### src/rtl/stepdir_decoder_pkg.sv
// stepdir_decoder_pkg: shared widths and state encoding for the step/dir decoder
package stepdir_decoder_pkg;
   localparam int POS_WIDTH = 32;
   localparam int FILT_W    = 8;
   typedef enum logic [1:0] {IDLE, FIRST, RUN} state_t;
endpackage

### src/rtl/stepdir_decoder_if.sv
// stepdir_decoder_if: control/status bundle between a host and the decoder
interface stepdir_decoder_if;
   import stepdir_decoder_pkg::*;
   logic                        step;
   logic                        dir;
   logic                        enable;
   logic                        pos_load;
   logic signed [POS_WIDTH-1:0] pos_value;
   logic                        err_clear;
   logic signed [POS_WIDTH-1:0] position;
   logic [31:0]                 period;
   logic                        period_valid;
   logic                        dir_error;
   modport master (
      output step, dir, enable, pos_load, pos_value, err_clear,
      input  position, period, period_valid, dir_error
   );
   modport slave (
      input  step, dir, enable, pos_load, pos_value, err_clear,
      output position, period, period_valid, dir_error
   );
endinterface

### src/rtl/stepdir_decoder_input_filter.sv
// input_filter: 2-FF synchroniser followed by a FILTER-cycle stability filter
module input_filter
   import stepdir_decoder_pkg::*;
#(
   parameter int unsigned FILTER = 4
) (
   input  logic clk,
   input  logic rst,
   input  logic din,
   output logic level
);
   logic [1:0]        sync_q, sync_d;
   logic [FILT_W-1:0] cnt_q, cnt_d;
   logic              level_q, level_d;
   logic              differ, flip;

   always_comb begin
      sync_d  = {sync_q[0], din};
      differ  = sync_q[1] ^ level_q;
      flip    = differ && cnt_q == FILT_W'(FILTER - 1);
      cnt_d   = (differ && !flip) ? cnt_q + 1'b1 : '0;
      level_d = flip ? sync_q[1] : level_q;
   end

   always_ff @(posedge clk) begin
      if (rst) begin
         sync_q  <= '0;
         cnt_q   <= '0;
         level_q <= 1'b0;
      end else begin
         sync_q  <= sync_d;
         cnt_q   <= cnt_d;
         level_q <= level_d;
      end
   end

   assign level = level_q;
endmodule

### src/rtl/stepdir_decoder.sv
// stepdir_decoder: filtered step/dir pins to signed position, step period and dir-setup checking
module stepdir_decoder
   import stepdir_decoder_pkg::*;
#(
   parameter int unsigned FILTER     = 4,
   parameter int unsigned DIR_SETUP  = 18,
   parameter int unsigned TIMEOUT    = 27000000,
   parameter bit          DIR_INVERT = 1'b0
) (
   input logic clk,
   input logic rst,
   stepdir_decoder_if.slave bus
);
   localparam int WARM_W = FILT_W + 1;
   localparam logic [WARM_W-1:0] WARM = WARM_W'(FILTER + 2);

   logic                 step_f, dir_f;
   logic                 step_prev_q, dir_prev_q;
   logic                 arm_q, arm_d;
   logic [WARM_W-1:0]    warm_q, warm_d;
   logic [POS_WIDTH-1:0] position_q, position_d;
   logic [31:0]          period_q, period_d, gap_q, gap_d, setup_q, setup_d;
   logic                 period_valid_q, period_valid_d, dir_error_q, dir_error_d;
   state_t               state_q, state_d, cur;
   logic                 cnt_edge, dir_chg, timed_out, up;

   input_filter #(.FILTER(FILTER)) u_step (.clk(clk), .rst(rst), .din(bus.step), .level(step_f));
   input_filter #(.FILTER(FILTER)) u_dir  (.clk(clk), .rst(rst), .din(bus.dir),  .level(dir_f));

   // A pin already high at reset reaches the filtered level once the pipeline has
   // filled; counting stays disarmed until the filtered step has been seen low.
   always_comb begin
      warm_d         = warm_q == WARM ? warm_q : warm_q + 1'b1;
      arm_d          = arm_q | (warm_q == WARM && !step_f);
      cnt_edge       = bus.enable & arm_q & step_f & ~step_prev_q;
      dir_chg        = dir_f ^ dir_prev_q;
      up             = dir_f ^ DIR_INVERT;
      timed_out      = state_q != IDLE && gap_q == TIMEOUT;
      cur            = timed_out ? IDLE : state_q;
      state_d        = cnt_edge ? (cur == IDLE ? FIRST : RUN) : cur;
      period_d       = timed_out ? '0 : (cnt_edge && cur != IDLE) ? gap_q + 32'd1 : period_q;
      period_valid_d = state_d == RUN;
      gap_d          = cnt_edge ? '0 : gap_q == TIMEOUT ? gap_q : gap_q + 32'd1;
      setup_d        = dir_chg ? '0 : setup_q == DIR_SETUP ? setup_q : setup_q + 32'd1;
      dir_error_d    = (cnt_edge & (dir_chg | (setup_q < DIR_SETUP))) | (dir_error_q & ~bus.err_clear);
      position_d     = bus.pos_load ? bus.pos_value :
                       cnt_edge ? position_q + (up ? 32'd1 : 32'hFFFF_FFFF) : position_q;
   end

   always_ff @(posedge clk) begin
      if (rst) begin
         step_prev_q    <= 1'b0;
         dir_prev_q     <= 1'b0;
         arm_q          <= 1'b0;
         warm_q         <= '0;
         position_q     <= '0;
         period_q       <= '0;
         period_valid_q <= 1'b0;
         dir_error_q    <= 1'b0;
         gap_q          <= '0;
         setup_q        <= '0;
         state_q        <= IDLE;
      end else begin
         step_prev_q    <= step_f;
         dir_prev_q     <= dir_f;
         arm_q          <= arm_d;
         warm_q         <= warm_d;
         position_q     <= position_d;
         period_q       <= period_d;
         period_valid_q <= period_valid_d;
         dir_error_q    <= dir_error_d;
         gap_q          <= gap_d;
         setup_q        <= setup_d;
         state_q        <= state_d;
      end
   end

   assign bus.position     = position_q;
   assign bus.period       = period_q;
   assign bus.period_valid = period_valid_q;
   assign bus.dir_error    = dir_error_q;
endmodule

### src/flat_wrapper.sv
// flat-port wrapper written by rule: the top's interface ports become plain ports
module stepdir_decoder_flat import stepdir_decoder_pkg::*;
#(
   parameter int unsigned FILTER     = 4,
   parameter int unsigned DIR_SETUP  = 18,
   parameter int unsigned TIMEOUT    = 27000000,
   parameter bit          DIR_INVERT = 1'b0
)
  (clk, rst, bus_step, bus_dir, bus_enable, bus_pos_load, bus_pos_value, bus_err_clear, bus_position, bus_period, bus_period_valid, bus_dir_error);
  stepdir_decoder_if bus_i ();
  input logic clk;
  input logic rst;
  input wire logic [$bits(bus_i.step)-1:0] bus_step;
  input wire logic [$bits(bus_i.dir)-1:0] bus_dir;
  input wire logic [$bits(bus_i.enable)-1:0] bus_enable;
  input wire logic [$bits(bus_i.pos_load)-1:0] bus_pos_load;
  input wire logic [$bits(bus_i.pos_value)-1:0] bus_pos_value;
  input wire logic [$bits(bus_i.err_clear)-1:0] bus_err_clear;
  output wire logic [$bits(bus_i.position)-1:0] bus_position;
  output wire logic [$bits(bus_i.period)-1:0] bus_period;
  output wire logic [$bits(bus_i.period_valid)-1:0] bus_period_valid;
  output wire logic [$bits(bus_i.dir_error)-1:0] bus_dir_error;
  assign bus_i.step = bus_step;
  assign bus_i.dir = bus_dir;
  assign bus_i.enable = bus_enable;
  assign bus_i.pos_load = bus_pos_load;
  assign bus_i.pos_value = bus_pos_value;
  assign bus_i.err_clear = bus_err_clear;
  assign bus_position = bus_i.position;
  assign bus_period = bus_i.period;
  assign bus_period_valid = bus_i.period_valid;
  assign bus_dir_error = bus_i.dir_error;
  stepdir_decoder #(.FILTER(FILTER), .DIR_SETUP(DIR_SETUP), .TIMEOUT(TIMEOUT), .DIR_INVERT(DIR_INVERT)) u_core (.clk(clk), .rst(rst), .bus(bus_i));
endmodule
### config.mk
export PLATFORM = sky130hd
export DESIGN_NAME = stepdir_decoder_flat
export DESIGN_NICKNAME = d
export VERILOG_FILES = /design/src/rtl/stepdir_decoder_pkg.sv /design/src/rtl/stepdir_decoder_if.sv /design/src/rtl/stepdir_decoder_input_filter.sv /design/src/rtl/stepdir_decoder.sv /design/src/flat_wrapper.sv
export SDC_FILE = /design/constraint.sdc
export NUM_CORES = 1
export LEC_CHECK = 0
export BUFFER_PORTS_ARGS = -buffer_cell sky130_fd_sc_hd__buf_2
export CORE_ASPECT_RATIO = 2
export CORE_UTILIZATION = 30
export CTS_CLUSTER_DIAMETER = 40
export DETAILED_ROUTE_END_ITERATION = 7
export HOLD_SLACK_MARGIN = 0.1
export SYNTH_ARGS = -nofsm -noshare
export SYNTH_HDL_FRONTEND = slang
export SYNTH_SLANG_ARGS = --single-unit
export TNS_END_PERCENT = 10
### constraint.sdc
create_clock -name clk -period 3.97 [get_ports clk]
set_input_delay 0 -clock clk [delete_from_list [all_inputs] [get_ports clk]]
set_output_delay 0 -clock clk [all_outputs]
set_load 0.03 [all_outputs]
== Word level (Yosys, flattened, before mapping) ==
Cells that the tools add are included.
Storage, ports and cells
  input bits: 39
  ROM bits: 0
  memories: 0
  output and inout bits: 66
  bits in registers: 166
  bits in latches: 0
  bits in writable memories: 0
Cells by class
  shift operators: 0
  reduce and logical (&&, ||, !) cells: 19
  equal/unequal tests: 6
  multipliers: 0
  magnitude comparators: 1
  bitwise gates (word level): 15
  add/subtract/negate cells: 6
  multiplexer cells: 6
  div/mod/pow operators: 0
Operator list (count)
  2-to-1 mux 32 bit: 3
  adder 32 x 1 -> 32 bit (second input constant): 2
  adder 32 bit: 1
  equality test 32 x 25 -> 1 bit (second input constant): 1
  equality test 32 x 5 -> 1 bit (second input constant): 1
  less-than comparator 32 x 5 -> 1 bit (second input constant): 1
  adder 8 x 1 -> 8 bit (second input constant): 2
  equality test 8 x 2 -> 1 bit (second input constant): 2
  OR reduction 2 bit: 5
  adder 9 x 1 -> 9 bit (second input constant): 1
  equality test 9 x 3 -> 1 bit (second input constant): 1
  logical AND 1 bit: 7
  2-to-1 mux 2 bit: 3
  nonzero test 2 bit: 3
  AND 1 bit: 5
  NOT 1 bit: 4
  logical NOT 1 bit: 3
  OR 1 bit: 3
  XOR 1 bit: 3
  equality test 2 bit (second input constant): 1
  logical NOT 2 bit: 1

== Longest topological paths before layout ==
Gate-level depths: netlist of the first run.
  depth after elaboration: 7
  mapped depth: 12
  mapped depth without buffers: 10

== Hierarchy ==
From an unflattened synthesis of the first run, not the netlist that was laid out.
Unflattened totals
  cell total of the unflattened synthesis: 1020
  area, all modules: 8369.3 um2
Modules (own cells, without submodules)
  stepdir_decoder: seq. area each 2882.8 um2, cells each 924, area each 7485.9 um2, times used 1
  input_filter: seq. area each 220.2 um2, cells each 48, area each 441.7 um2, times used 2

== Least setup slack after synthesis of the first run ==
Ideal clock, no wire load.
  path type: flip-flop to flip-flop
  from: reg u_core.u_dir.level_q, in the netlist u_core.u_dir.level
  to: reg u_core.position_q[31], in the netlist u_core.bus.position[31]
  period minus slack after synthesis: 3.081 ns
  setup time: 0.127 ns
  data required time: 3.843 ns
  arrival: 2.954 ns
  buffers on the path: 1
  path slack: 0.889 ns
  cell stages (with the launch flop): 12
  path through: dfxtp_1 > clkbuf_1 > inv_1 > ha_1 > a21oi_1 > o21ai_0 > or3_1 > o211ai_1 > nand3_1 > a211oi_2 > nor4b_1 > or3_1
On the way
  word-level cells in the longest chain between the ends: 4
RTL lines
  start: declaration: line stepdir_decoder_input_filter.sv:14  | logic level_q, level_d;
  start signal: assignment: line stepdir_decoder_input_filter.sv:33  | level_q <= level_d;
  2-to-1 mux 32 bit: line stepdir_decoder.sv:47  | cnt_edge ? position_q + (up ? 32'd1 : 32'hFFFF_FFFF) : position_q;
  adder 32 bit: line stepdir_decoder.sv:47
  2-to-1 mux 32 bit: line stepdir_decoder.sv:47
  2-to-1 mux 32 bit: line stepdir_decoder.sv:46  | position_d = bus.pos_load ? bus.pos_value :
  end signal: assignment: line stepdir_decoder.sv:68  | position_q <= position_d;
  end: declaration: line stepdir_decoder.sv:21  | logic [POS_WIDTH-1:0] position_q, position_d;
No other way between the ends. The select of a mux whose other input is x is not followed.
A chain may end at the register's enable or synchronous reset.

== Worst setup path in the final report of the first run ==
Same ends and word-level chain as after synthesis.

==> flow_metrics.py, run 1 <==
metrics = {
    "timing": {
        "setup_total_negative_slack_ns": 0,
        "slew_violations": 0,
        "hold_viol": 0,
        "slew_headroom_pct": 40.3,
        "finClkSkew_ns": 0.00784,
        "setup_repair_after_global_routing_missed_its_margin": "no",
        "min_period_ns": 3.30,
        "fmaxAchievable_mhz": 303,
        "worstMarginPinSlew_ns": 0.895,
        "period_share_pct": 83.0,
        "setup_viol": 0,
    },
    "floorplan": {
        "io_pins": 105,
        "die_height_um": 241,
        "die-width_um": 122,
        "rows": 87,
        "floorplan.initialDensity_pct": 30.5,
        "core_area_um2": 28200,
        "die_ar_um2": 29400,
    },
    "detailed_routing": {
        "vias": 7739,
        "detail-route-antenna-nets": 0,
        "drcViolationCount": 0,
        "route.final.wire_length_um": 23500,
        "drt-initial-drc-count": 316,
        "detailedRoute.firstPassIterationCount": 4,
        "vias_per_cell": 5.10,
        "average_routed_wire_per_standard_cell_um": 15.5,
    },
    "placement": {
        "postPlaceCellArea_um2": 9440,
        "routabilityCongestion": 0.864,
        "placement.io_buffers": 104,
        "placed_cells": 1451,
        "dpl_wire_length_um": 17200,
    },
    "worst_hold_path": {
        "min_path_type": "input port to register",
        "min_from": "rst",
    },
    "worst_setup_path": {
        "slowest_stage": "sky130_fd_sc_hd__ha_1",
        "timing.critical_path.from": "u_core.u_dir.level$_SDFFE_PP0P_",
        "critPathLaunchType": "register",
        "r2r_start": "u_core.u_dir.level$_SDFFE_PP0P_",
        "peak_fanout_along_the_critical_path": 19,
        "worstPathRequired_ns": 4.29,
        "worst_path_largest_cell_delay_ns": 0.49,
        "critical_path_class": "register to register",
        "cell_mode_on_critical_path": "sky130_fd_sc_hd__or3_1",
        "worstPathCellList": "inv_1 -> ha_1 -> a21oi_1 -> o21ai_0 -> or3_1 -> o211ai_1 -> nand3_1 -> a211oi_2 -> nor4b_1 -> or3_1",
        "cp-end-kind": "register",
        "cp_data_arrival_time_ns": 3.62,
        "path_buf_inv": 1,
        "critical-path-top-delay-family": "simple AND/OR/NAND/NOR gates",
    },
    "cells_and_area": {
        "postLayoutCellArea_um2": 10400,
        "drive_gt1_share_pct": 14.6,
        "layout.cells.most_common_list": "169 x sky130_fd_sc_hd__nor2_1, 166 x sky130_fd_sc_hd__dfxtp_1, 104 x sky130_fd_sc_hd__buf_2, 76 x sky130_fd_sc_hd__a21oi_1, 72 x sky130_fd_sc_hd__nand2_1",
        "area_delta_synth_final_pct": 21.2,
        "final_nets": 1227,
        "insertedDiodeCount": 0,
        "layout.cells.most_common": "sky130_fd_sc_hd__nor2_1",
        "final-instance-count-excl-fill": 1518,
        "fill_cells": 2909,
        "final_core_util_pct": 37.0,
    },
    "grt": {
        "grt_pass1_vias": 7842,
        "grt_pass1_wl_um": 38200,
        "globalRoute.totalOverflow": 0,
        "grt_antenna_before_repair": 0,
        "grt_start_max_net_pins": 64,
        "globalRouteTotalUtil_pct": 16.6,
    },
    "outcome": {
        "run_status": "completed",
    },
    "clock_network": {
        "cts_tree": "built",
        "path_clk_slew_ns": 0.07,
        "cts_resized": 0,
        "tritoncts_buffers": 17,
        "ctsHtreeMaxLevel": 4,
        "cts_root_buffer": "sky130_fd_sc_hd__clkbuf_16",
        "num_clock_sinks": 166,
        "clock_path_buffers": 2,
        "clk_latency_ns": 0.44,
    },
    "run": {
        "count_of_maximum_capacitance_violations": 0,
    },
    "power_and_ir_drop": {
        "leakage_nw": 4.29,
        "design_power_total_mw": 4.12,
        "vdd.ir_drop.worst_v": 0.000284,
        "power_density_nw_per_um2": 395,
    },
    "synthesis": {
        "synth_edf_count": 0,
        "async_reset_ff_share_pct": 0,
        "syn_inst": 1031,
        "ys.warnings.count": 0,
        "syn_nets": 1109,
        "yosys.cell_types.count": 70,
        "synth_seq_cells": 166,
        "synth_flop_cell": "sky130_fd_sc_hd__dfxtp_1",
        "yosysSeqAreaShare_pct": 38.7,
        "post_synth.cell_area_avg_um2": 8.33,
        "syn_area_um2": 8590,
    },
}
[report_power, final]
group | internal [mW] | switching [mW]
combinational | 0.251 | 0.353
clock | 1.05 | 0.729
sequential | 1.70 | 0.0375
[synth_stat cells, types with 5 or more instances]
cell / count / area share (%)
sky130_fd_sc_hd__nand3_1: 43 / 2.5
sky130_fd_sc_hd__a31oi_1: 5 / 0.36
sky130_fd_sc_hd__xnor2_1: 38 / 3.9
sky130_fd_sc_hd__and4_1: 6 / 0.61
sky130_fd_sc_hd__a211oi_1: 34 / 3.0
sky130_fd_sc_hd__ha_1: 38 / 5.5
sky130_fd_sc_hd__nor2_1: 169 / 7.4
sky130_fd_sc_hd__or3_1: 14 / 1.0
sky130_fd_sc_hd__nand4_1: 22 / 1.6
sky130_fd_sc_hd__buf_2: 10 / 0.58
sky130_fd_sc_hd__xor2_1: 55 / 5.6
sky130_fd_sc_hd__a21oi_1: 76 / 4.4
sky130_fd_sc_hd__nor2b_1: 8 / 0.58
sky130_fd_sc_hd__clkbuf_1: 35 / 1.5
sky130_fd_sc_hd__a21o_1: 16 / 1.4
sky130_fd_sc_hd__o21a_1: 5 / 0.44
sky130_fd_sc_hd__nor4_1: 9 / 0.66
sky130_fd_sc_hd__dfxtp_1: 166 / 39
sky130_fd_sc_hd__inv_1: 20 / 0.87
sky130_fd_sc_hd__nor4b_1: 6 / 0.61
sky130_fd_sc_hd__and3_1: 34 / 2.5
sky130_fd_sc_hd__nand2_1: 72 / 3.1
sky130_fd_sc_hd__o21ai_0: 43 / 2.5
sky130_fd_sc_hd__mux2i_1: 7 / 0.82
sky130_fd_sc_hd__nor3_1: 17 / 0.99
sky130_fd_sc_hd__o211ai_1: 6 / 0.52
sky130_fd_sc_hd__o211a_1: 10 / 1.2
[stage by stage]
stage                     hold slack (ns)  setup slack [ns]
after CTS                           0.160             0.681
after global placement              0.220             0.738
final                               0.140             0.673
after global routing                0.188             0.380
after floorplan                     0.128             0.889
after detailed placement            0.228             0.699
[sequential cells by signal, summed over array words and instances, names as in the netlist, 8 cells and up]
| name | count |
|---|---|
| u_core.bus.period | 32 |
| u_core.bus.position | 32 |
| u_core.gap_q | 32 |
| u_core.setup_q | 32 |
| u_core.u_dir.cnt_q | 8 |
| u_core.u_step.cnt_q | 8 |
| u_core.warm_q | 9 |
[layer usage]
metal	track usage (%)	vias to the layer above	wire [µm]
met1	15.5	3657	8400
met3	2.52	41	659
li1	-	3904	-
met4	8.12	0	685
met5	0	-	0
met2	33.8	137	13700
[layout make-up]
class	instances	area (µm²)	area share, %
tap	356	445	4.28
sequential	166	3320	31.9
inverter	20	75.1	0.721
clock buffer	20	467	4.48
multi-input combinational	796	5000	48.0
timing repair buffer	148	938	9.01
clock inverter	12	166	1.60
[worst reg2reg max path: cells and delay by family, from the launching register on]
kind | cells | cell delay (ns)
compound gates | 4 | 0.81
flops | 1 | 0.47
buf+inv | 1 | 0.40
simple gates | 4 | 1.01
fa+ha+maj | 1 | 0.50
[final timing paths]
path | to | cells past startpoint | slack [ns]
hold reg to reg | u_core.u_step.sync_q[1]$_SDFF_PP0_ | 1 | 0.45
setup / recovery | u_core.bus.position[31]$_SDFFE_PP0P_ | 10 | 0.67
hold / removal | u_core.bus.dir_error$_SDFF_PP0_ | 3 | 0.14
setup reg to reg | u_core.bus.position[31]$_SDFFE_PP0P_ | 10 | 0.67
[timing repair]
action                                 CTS  global route
endpoints found under the hold margin   35             0
buffers inserted                         0             0
hold buffers                            35             0
[logic make-up after synthesis]
logic type	count (synthesis)	share of synthesized area, %
adders and majority gates	39	5.77
DFF	166	38.7
AOI/OAI and AO/OA	230	17.8
muxes	8	0.946
xor gates and xnor gates	93	9.48
and+or+nand+nor	426	24.2
buffers and inverters	69	3.17
No activity file was read; power rests on OpenSTA's default activity.
==> run 2, diff against run 1 <==
- clock period: 3.97 -> 3.4 ns (I/O delays scaled with it)
==> run 2 against run 1 <==
Highest routed layer unchanged. First-iteration DRC count rose by 5.4%. Sequential share of layout area down 0.21 points. Power is 16% higher.
==> flow_metrics.py, run 2 (same netlist as run 1, synthesis figures left out) <==
metrics = {
    "outcome": {
        "run_status": "completed",
    },
    "worst_setup_path": {
        "worstPathRequired_ns": 3.71,
        "cp-end-kind": "register",
        "r2r_start": "u_core.u_dir.level$_SDFFE_PP0P_",
        "reg2reg_setup_slack_ns": 0.32,
        "r2r-end": "u_core.bus.position[31]$_SDFFE_PP0P_",
        "critical_path_class": "register to register",
        "reg2regPathDepth": 10,
        "critPathLaunchType": "register",
        "peak_fanout_along_the_critical_path": 16,
        "cp_data_arrival_time_ns": 3.39,
    },
    "clock_network": {
        "cts_hold_buf": 43,
        "num_clock_sinks": 166,
        "clk_latency_ns": 0.44,
        "clock_path_buffers": 2,
        "cts_resized": 0,
        "path_clk_slew_ns": 0.07,
        "tritoncts_buffers": 17,
        "ctsHtreeMaxLevel": 4,
        "postCtsSetupBuffers": 0,
        "cts_tree": "built",
        "cts_root_buffer": "sky130_fd_sc_hd__clkbuf_16",
    },
    "detailed_routing": {
        "detail-route-antenna-nets": 0,
        "vias": 7819,
        "vias_per_cell": 5.12,
        "detailedRoute.firstPassIterationCount": 4,
        "drcViolationCount": 0,
        "drt-initial-drc-count": 333,
        "route.final.wire_length_um": 23900,
        "average_routed_wire_per_standard_cell_um": 15.7,
    },
    "floorplan": {
        "die_ar_um2": 29400,
        "core_area_um2": 28200,
        "rows": 87,
        "die-width_um": 122,
        "die_height_um": 241,
        "io_pins": 105,
        "floorplan.initialDensity_pct": 30.5,
    },
    "timing": {
        "min_period_ns": 3.08,
        "slew_headroom_pct": 42.7,
        "setup_total_negative_slack_ns": 0,
        "fmaxAchievable_mhz": 325,
        "setup_viol": 0,
        "setup_repair_after_global_routing_missed_its_margin": "no",
        "timing.final.ws_setup_ns": 0.324,
        "whs_ns": 0.139,
        "worstMarginPinSlew_ns": 0.860,
        "finClkSkew_ns": 0.0137,
        "slew_violations": 0,
        "hold_viol": 0,
        "period_share_pct": 90.5,
    },
    "power_and_ir_drop": {
        "vdd.ir_drop.worst_v": 0.000294,
        "leakage_nw": 4.32,
        "power_density_nw_per_um2": 456,
    },
    "placement": {
        "pre_cts_ws_ns": 0.336,
        "routabilityCongestion": 0.895,
        "placement.io_buffers": 104,
        "dpl_wire_length_um": 17800,
        "placed_cells": 1453,
    },
    "grt": {
        "grt_start_max_net_pins": 64,
        "globalRoute.totalOverflow": 0,
        "grt_antenna_before_repair": 0,
        "grt_pass1_vias": 7833,
        "globalRouteTotalUtil_pct": 17.0,
        "grt_pass1_wl_um": 38700,
    },
    "cells_and_area": {
        "drive_gt1_share_pct": 14.4,
        "insertedDiodeCount": 0,
        "area.sequential_um2": 3320,
        "final-instance-count-excl-fill": 1526,
        "layout.cells.most_common_list": "169 x sky130_fd_sc_hd__nor2_1, 166 x sky130_fd_sc_hd__dfxtp_1, 104 x sky130_fd_sc_hd__buf_2, 76 x sky130_fd_sc_hd__a21oi_1, 72 x sky130_fd_sc_hd__nand2_1",
        "fill_cells": 2897,
        "area_delta_synth_final_pct": 22.0,
        "layout.cells.most_common": "sky130_fd_sc_hd__nor2_1",
        "final_nets": 1237,
        "footprint_of_the_multi_input_gates_um2": 5000,
    },
    "worst_hold_path": {
        "worstHoldPathCells": 4,
        "min_from": "bus_pos_load",
        "min_path_type": "input port to register",
        "endpoint_worst_hold": "u_core.bus.position[30]$_SDFFE_PP0P_",
    },
    "run": {
        "count_of_maximum_capacitance_violations": 0,
    },
}
==> run 2: changes by cell type in the layout (fill, tap and decap cells not counted) <==
cell | previous run | this run
sky130_fd_sc_hd__clkbuf_8 | 3 | 0
sky130_fd_sc_hd__clkinv_4 | 4 | 1
sky130_fd_sc_hd__clkinvlp_4 | 1 | 2
sky130_fd_sc_hd__clkbuf_1 | 0 | 1
sky130_fd_sc_hd__clkinv_2 | 1 | 3
sky130_fd_sc_hd__inv_8 | 1 | 0
sky130_fd_sc_hd__buf_4 | 9 | 11
sky130_fd_sc_hd__dlygate4sd3_1 | 35 | 43
sky130_fd_sc_hd__bufinv_16 | 3 | 4
==> run 2: worst max path at each step <==
stage / start / endpoint / slack, ns / cells after the start
3_5_place_dp: u_core.u_dir.level$_SDFFE_PP0P_ / u_core.bus.position[31]$_SDFFE_PP0P_ / 0.34 / 10
2_1_floorplan: u_core.u_dir.level$_SDFFE_PP0P_ / u_core.bus.position[31]$_SDFFE_PP0P_ / 0.32 / 11
3_3_place_gp: u_core.u_dir.level$_SDFFE_PP0P_ / u_core.bus.position[31]$_SDFFE_PP0P_ / 0.40 / 11
6_report: u_core.u_dir.level$_SDFFE_PP0P_ / u_core.bus.position[31]$_SDFFE_PP0P_ / 0.32 / 10
4_1_cts: u_core.u_dir.level$_SDFFE_PP0P_ / u_core.bus.position[31]$_SDFFE_PP0P_ / 0.30 / 10
5_1_grt: u_core.u_dir.level$_SDFFE_PP0P_ / u_core.bus.position[29]$_SDFFE_PP0P_ / 0.08 / 10
==> run 2: worst max-delay path: stages (launching register included) <==
cell and delay, ns:
sky130_fd_sc_hd__dfxtp_1 0.31, sky130_fd_sc_hd__inv_1 0.43, sky130_fd_sc_hd__ha_1 0.40, sky130_fd_sc_hd__a21oi_1 0.18, sky130_fd_sc_hd__o21ai_0 0.10, sky130_fd_sc_hd__or3_1 0.33, sky130_fd_sc_hd__o211ai_1 0.18, sky130_fd_sc_hd__nand3_1 0.22
sky130_fd_sc_hd__a211oi_2 0.35, sky130_fd_sc_hd__nor4b_1 0.08, sky130_fd_sc_hd__or3_1 0.35
==> run 2: layout make-up <==
class,instances,share of cell area [%]
timing repair buffer,158,9.86
clock inverter,12,1.68
tap,356,4.25
sequential,166,31.7
inverter,20,0.716
clock buffer,18,4.09
multi-input combinational,796,47.7
==> run 2: stage by stage <==
stage / util (%) / instance area [µm²] / total power [mW]
2_1_floorplan: - / 8590 / 2.56
3_3_place_gp: 33.5 / 9450 / 2.74
3_5_place_dp: 33.5 / 9450 / 2.74
4_1_cts: 37.2 / 10500 / 4.84
5_1_grt: 37.2 / 10500 / 4.98
6_report: 37.2 / 10500 / 4.78
==> run 2: per-layer routing <==
layer | up-vias | track usage [%] | share of wire [%]
met5 | - | 0 | 0
met3 | 44 | 2.66 | 2.8
met4 | 0 | 8.27 | 3.1
met2 | 154 | 34.3 | 58
li1 | 3910 | - | -
met1 | 3711 | 15.9 | 36
==> run 2: power breakdown <==
part | leakage (nW) | internal [mW] | switching [mW] | total (mW)
Sequential | 1.35 | 1.98 | 0.0460 | 2.03
Combinational | 2.68 | 0.299 | 0.415 | 0.714
Clock | 0.292 | 1.22 | 0.816 | 2.04
Total | 4.32 | 3.51 | 1.28 | 4.78
==> run 3, diff against run 2 <==
- BUFFER_PORTS_ARGS: -buffer_cell sky130_fd_sc_hd__buf_2 -> unset
- DONT_BUFFER_PORTS: unset -> 1
- SYNTH_HIERARCHICAL: unset -> 1
==> run 3 against run 2 <==
Clock power is 9% lower. Core utilization is 0.076 points lower. Combinational power is 12% lower. Count of clock-buffer cells in the layout is 2 higher. Maximum frequency is 5.6% lower. Largest cell class unchanged. Highest routed layer is now met5.
==> flow_metrics.py, run 3 <==
metrics = {
    "synthesis": {
        "synth_edf_count": 0,
        "post_synth.cell_area_avg_um2": 8.21,
        "syn_inst": 1020,
        "synth.most_common_cell": "sky130_fd_sc_hd__nor2_1",
        "syn_area_um2": 8370,
        "synth_seq_cells": 166,
        "syn_nets": 1098,
        "synth_top_cells_by_count": "167 x sky130_fd_sc_hd__nor2_1, 166 x sky130_fd_sc_hd__dfxtp_1, 90 x sky130_fd_sc_hd__nand2_1",
        "yosys.cell_types.count": 57,
        "synthDominantCellAreaShare_pct": 39.7,
        "yosysSeqAreaShare_pct": 39.7,
        "synth_flop_cell": "sky130_fd_sc_hd__dfxtp_1",
        "synth.largest_area_cell": "sky130_fd_sc_hd__dfxtp_1",
        "netlist_top_cells_area": "sky130_fd_sc_hd__dfxtp_1 40%, sky130_fd_sc_hd__nor2_1 7.5%, sky130_fd_sc_hd__ha_1 5.7%",
        "ys.warnings.count": 6,
        "async_reset_ff_share_pct": 0,
    },
    "floorplan": {
        "io_pins": 105,
        "die_height_um": 238,
        "die_ar_um2": 28600,
        "floorplan.initialDensity_pct": 30.5,
        "core_area_um2": 27400,
        "rows": 86,
        "die-width_um": 120,
    },
    "placement": {
        "placement.io_buffers": 0,
        "routabilityCongestion": 0.877,
        "postPlaceCellArea_um2": 8850,
        "pre_cts_ws_ns": 0.294,
        "dpl_wire_length_um": 16000,
    },
    "grt": {
        "grt_start_max_net_pins": 60,
        "globalRoute.totalOverflow": 0,
        "grt_util_met3_pct": 4.42,
        "global_route.usage.met2_pct": 31.1,
        "grt-busiest-layer": "met2",
        "use_met1_pct": 15.9,
        "grt_pass1_vias": 7499,
        "globalRouteTotalUtil_pct": 16.5,
        "grt_pass1_wl_um": 37000,
        "grt_antenna_before_repair": 1,
    },
    "timing": {
        "hold_viol": 0,
        "slew_violations": 0,
        "worstMarginPinSlew_ns": 0.876,
        "min_period_ns": 3.26,
        "setup_total_negative_slack_ns": 0,
        "finClkSkew_ns": 0.00649,
        "period_share_pct": 95.9,
        "fmaxAchievable_mhz": 307,
        "setup_repair_after_global_routing_missed_its_margin": "yes",
        "slew_headroom_pct": 41.5,
        "timing.final.ws_setup_ns": 0.140,
        "setup_viol": 0,
    },
    "detailed_routing": {
        "drt-initial-drc-count": 284,
        "detail-route-antenna-nets": 0,
        "average_routed_wire_per_standard_cell_um": 15.7,
        "detailedRoute.firstPassIterationCount": 6,
        "vias_per_cell": 5.15,
        "vias": 7483,
        "drcViolationCount": 0,
        "route.final.wire_length_um": 22900,
    },
    "power_and_ir_drop": {
        "leakage_nw": 3.80,
        "design_power_total_mw": 4.52,
        "vdd.ir_drop.worst_v": 0.000394,
        "power_density_nw_per_um2": 444,
    },
    "worst_setup_path": {
        "cp-end-kind": "register",
        "path_buf_inv": 4,
        "cp_data_arrival_time_ns": 3.64,
        "critical-path-top-delay-family": "buffers and inverters",
        "slowest_stage": "sky130_fd_sc_hd__dlygate4sd3_1",
        "worstPathRequired_ns": 3.78,
        "cell_mode_on_critical_path": "sky130_fd_sc_hd__a21o_1",
        "worstPathCellList": "clkinvlp_2 -> buf_4 -> clkbuf_16 -> ha_1 -> a21o_1 -> a21o_1 -> a21oi_1 -> o21bai_1 -> nor2_2 -> xnor2_1 -> nand2_1 -> a221oi_1 -> dlygate4sd3_1",
        "peak_fanout_along_the_critical_path": 12,
        "critPathLaunchType": "register",
        "critical_path_class": "register to register",
        "worst_path_largest_cell_delay_ns": 0.59,
    },
    "clock_network": {
        "tritoncts_buffers": 17,
        "cts_root_buffer": "sky130_fd_sc_hd__clkbuf_16",
        "cts_tree": "built",
        "ctsHtreeMaxLevel": 4,
        "num_clock_sinks": 166,
        "clock_path_buffers": 2,
        "clk_latency_ns": 0.44,
        "path_clk_slew_ns": 0.07,
    },
    "cells_and_area": {
        "final_core_util_pct": 37.1,
        "postLayoutCellArea_um2": 10200,
        "final_nets": 1167,
        "layout.cells.most_common_list": "166 x sky130_fd_sc_hd__nor2_1, 165 x sky130_fd_sc_hd__dfxtp_1, 89 x sky130_fd_sc_hd__nand2_1, 69 x sky130_fd_sc_hd__a21oi_1, 62 x sky130_fd_sc_hd__dlygate4sd3_1",
        "layout.cells.most_common": "sky130_fd_sc_hd__nor2_1",
        "drive_gt1_share_pct": 7.99,
        "area_delta_synth_final_pct": 21.7,
        "insertedDiodeCount": 0,
    },
    "outcome": {
        "run_status": "completed",
    },
    "worst_hold_path": {
        "min_path_type": "input port to register",
    },
    "run": {
        "count_of_maximum_capacitance_violations": 0,
    },
}
[run 3: cell count changes after synthesis, sizes merged, moves of 5 or more]
cell and change:
a221oi +9, a311oi +5, and3 -9, buf -5, inv +16, nand2 +17
nand4 -6, nor3 -6, o211a -10, o21ai -7, or3 +6, xnor2 +8
xor2 -6
[run 3: cells by family after synthesis]
| logic type | after synthesis | share of synthesized area, % |
|---|---|---|
| AO/OA/AOI/OAI | 217 | 16.7 |
| XOR/XNOR | 95 | 9.94 |
| adder cells (fa/ha/maj) | 39 | 5.92 |
| buffers and inverters | 81 | 3.71 |
| flip-flops | 166 | 39.7 |
| multiplexers | 4 | 0.478 |
| AND/OR/NAND/NOR | 418 | 23.5 |
[run 3: cell type report]
class                   instances  area (µm²)
clock buffers                  20         457
clock inverters                11         104
fillers                      2816       17300
inverters                      37         143
multi-input cells             773        4790
flip-flops and latches        166        3330
well taps                     352         440
repair buffers                 93         916
repair inverters                1        5.00
[run 3: final timing paths]
path | from | end | slack [ns] | cells after the start
setup / recovery | u_core/u_dir/level$_SDFFE_PP0P_ | u_core/bus.position[23]$_SDFFE_PP0P_ | 0.14 | 13
hold / removal | bus_enable | u_core/bus.period[7]$_SDFFE_PP0P_ | 0.17 | 4
setup reg to reg | u_core/u_dir/level$_SDFFE_PP0P_ | u_core/bus.position[23]$_SDFFE_PP0P_ | 0.14 | 13
hold reg to reg | u_core/u_step/sync_q[0]$_SDFF_PP0_ | u_core/u_step/sync_q[1]$_SDFF_PP0_ | 0.45 | 1
[run 3: metal layers]
layer / vias up / routed length, µm / share of wire, %
met2: 171 / 12600 / 55
met1: 3555 / 8400 / 37
met4: 2 / 896 / 3.9
met3: 53 / 1000 / 4.4
met5: - / 13 / 0.057
li1: 3702 / - / -
[run 3: timing repair]
item,CTS,global route
endpoints found under the setup margin,0,7
buffers inserted,0,2
resized for setup,0,18
hold endpoints to repair,89,0
hold buffers,64,0
[run 3: report_power, final]
group          switching (mW)  leakage (nW)  internal, mW  total [mW]
Clock                   0.806         0.272          1.04        1.85
Combinational           0.344          2.18         0.282       0.626
Sequential             0.0661          1.35          1.98        2.05
Total                    1.22          3.80          3.30        4.52
[run 3: worst register-to-register path, delay by kind of cell, from the launching register on]
family | cells | cell delay, ns
simple gates | 2 | 0.24
buf+inv | 4 | 1.14
fa+ha+maj | 1 | 0.22
compound gates | 5 | 1.09
flops | 1 | 0.37
xor+xnor | 1 | 0.14
[run 3: metrics by stage]
stage / std cells / hold slack [ns]
global route: 1453 / 0.193
CTS: 1449 / 0.166
floorplan: 1020 / 0.0691
finish: 1453 / 0.167
detailed placement: 1354 / 0.0948
global placement: 1354 / 0.0924
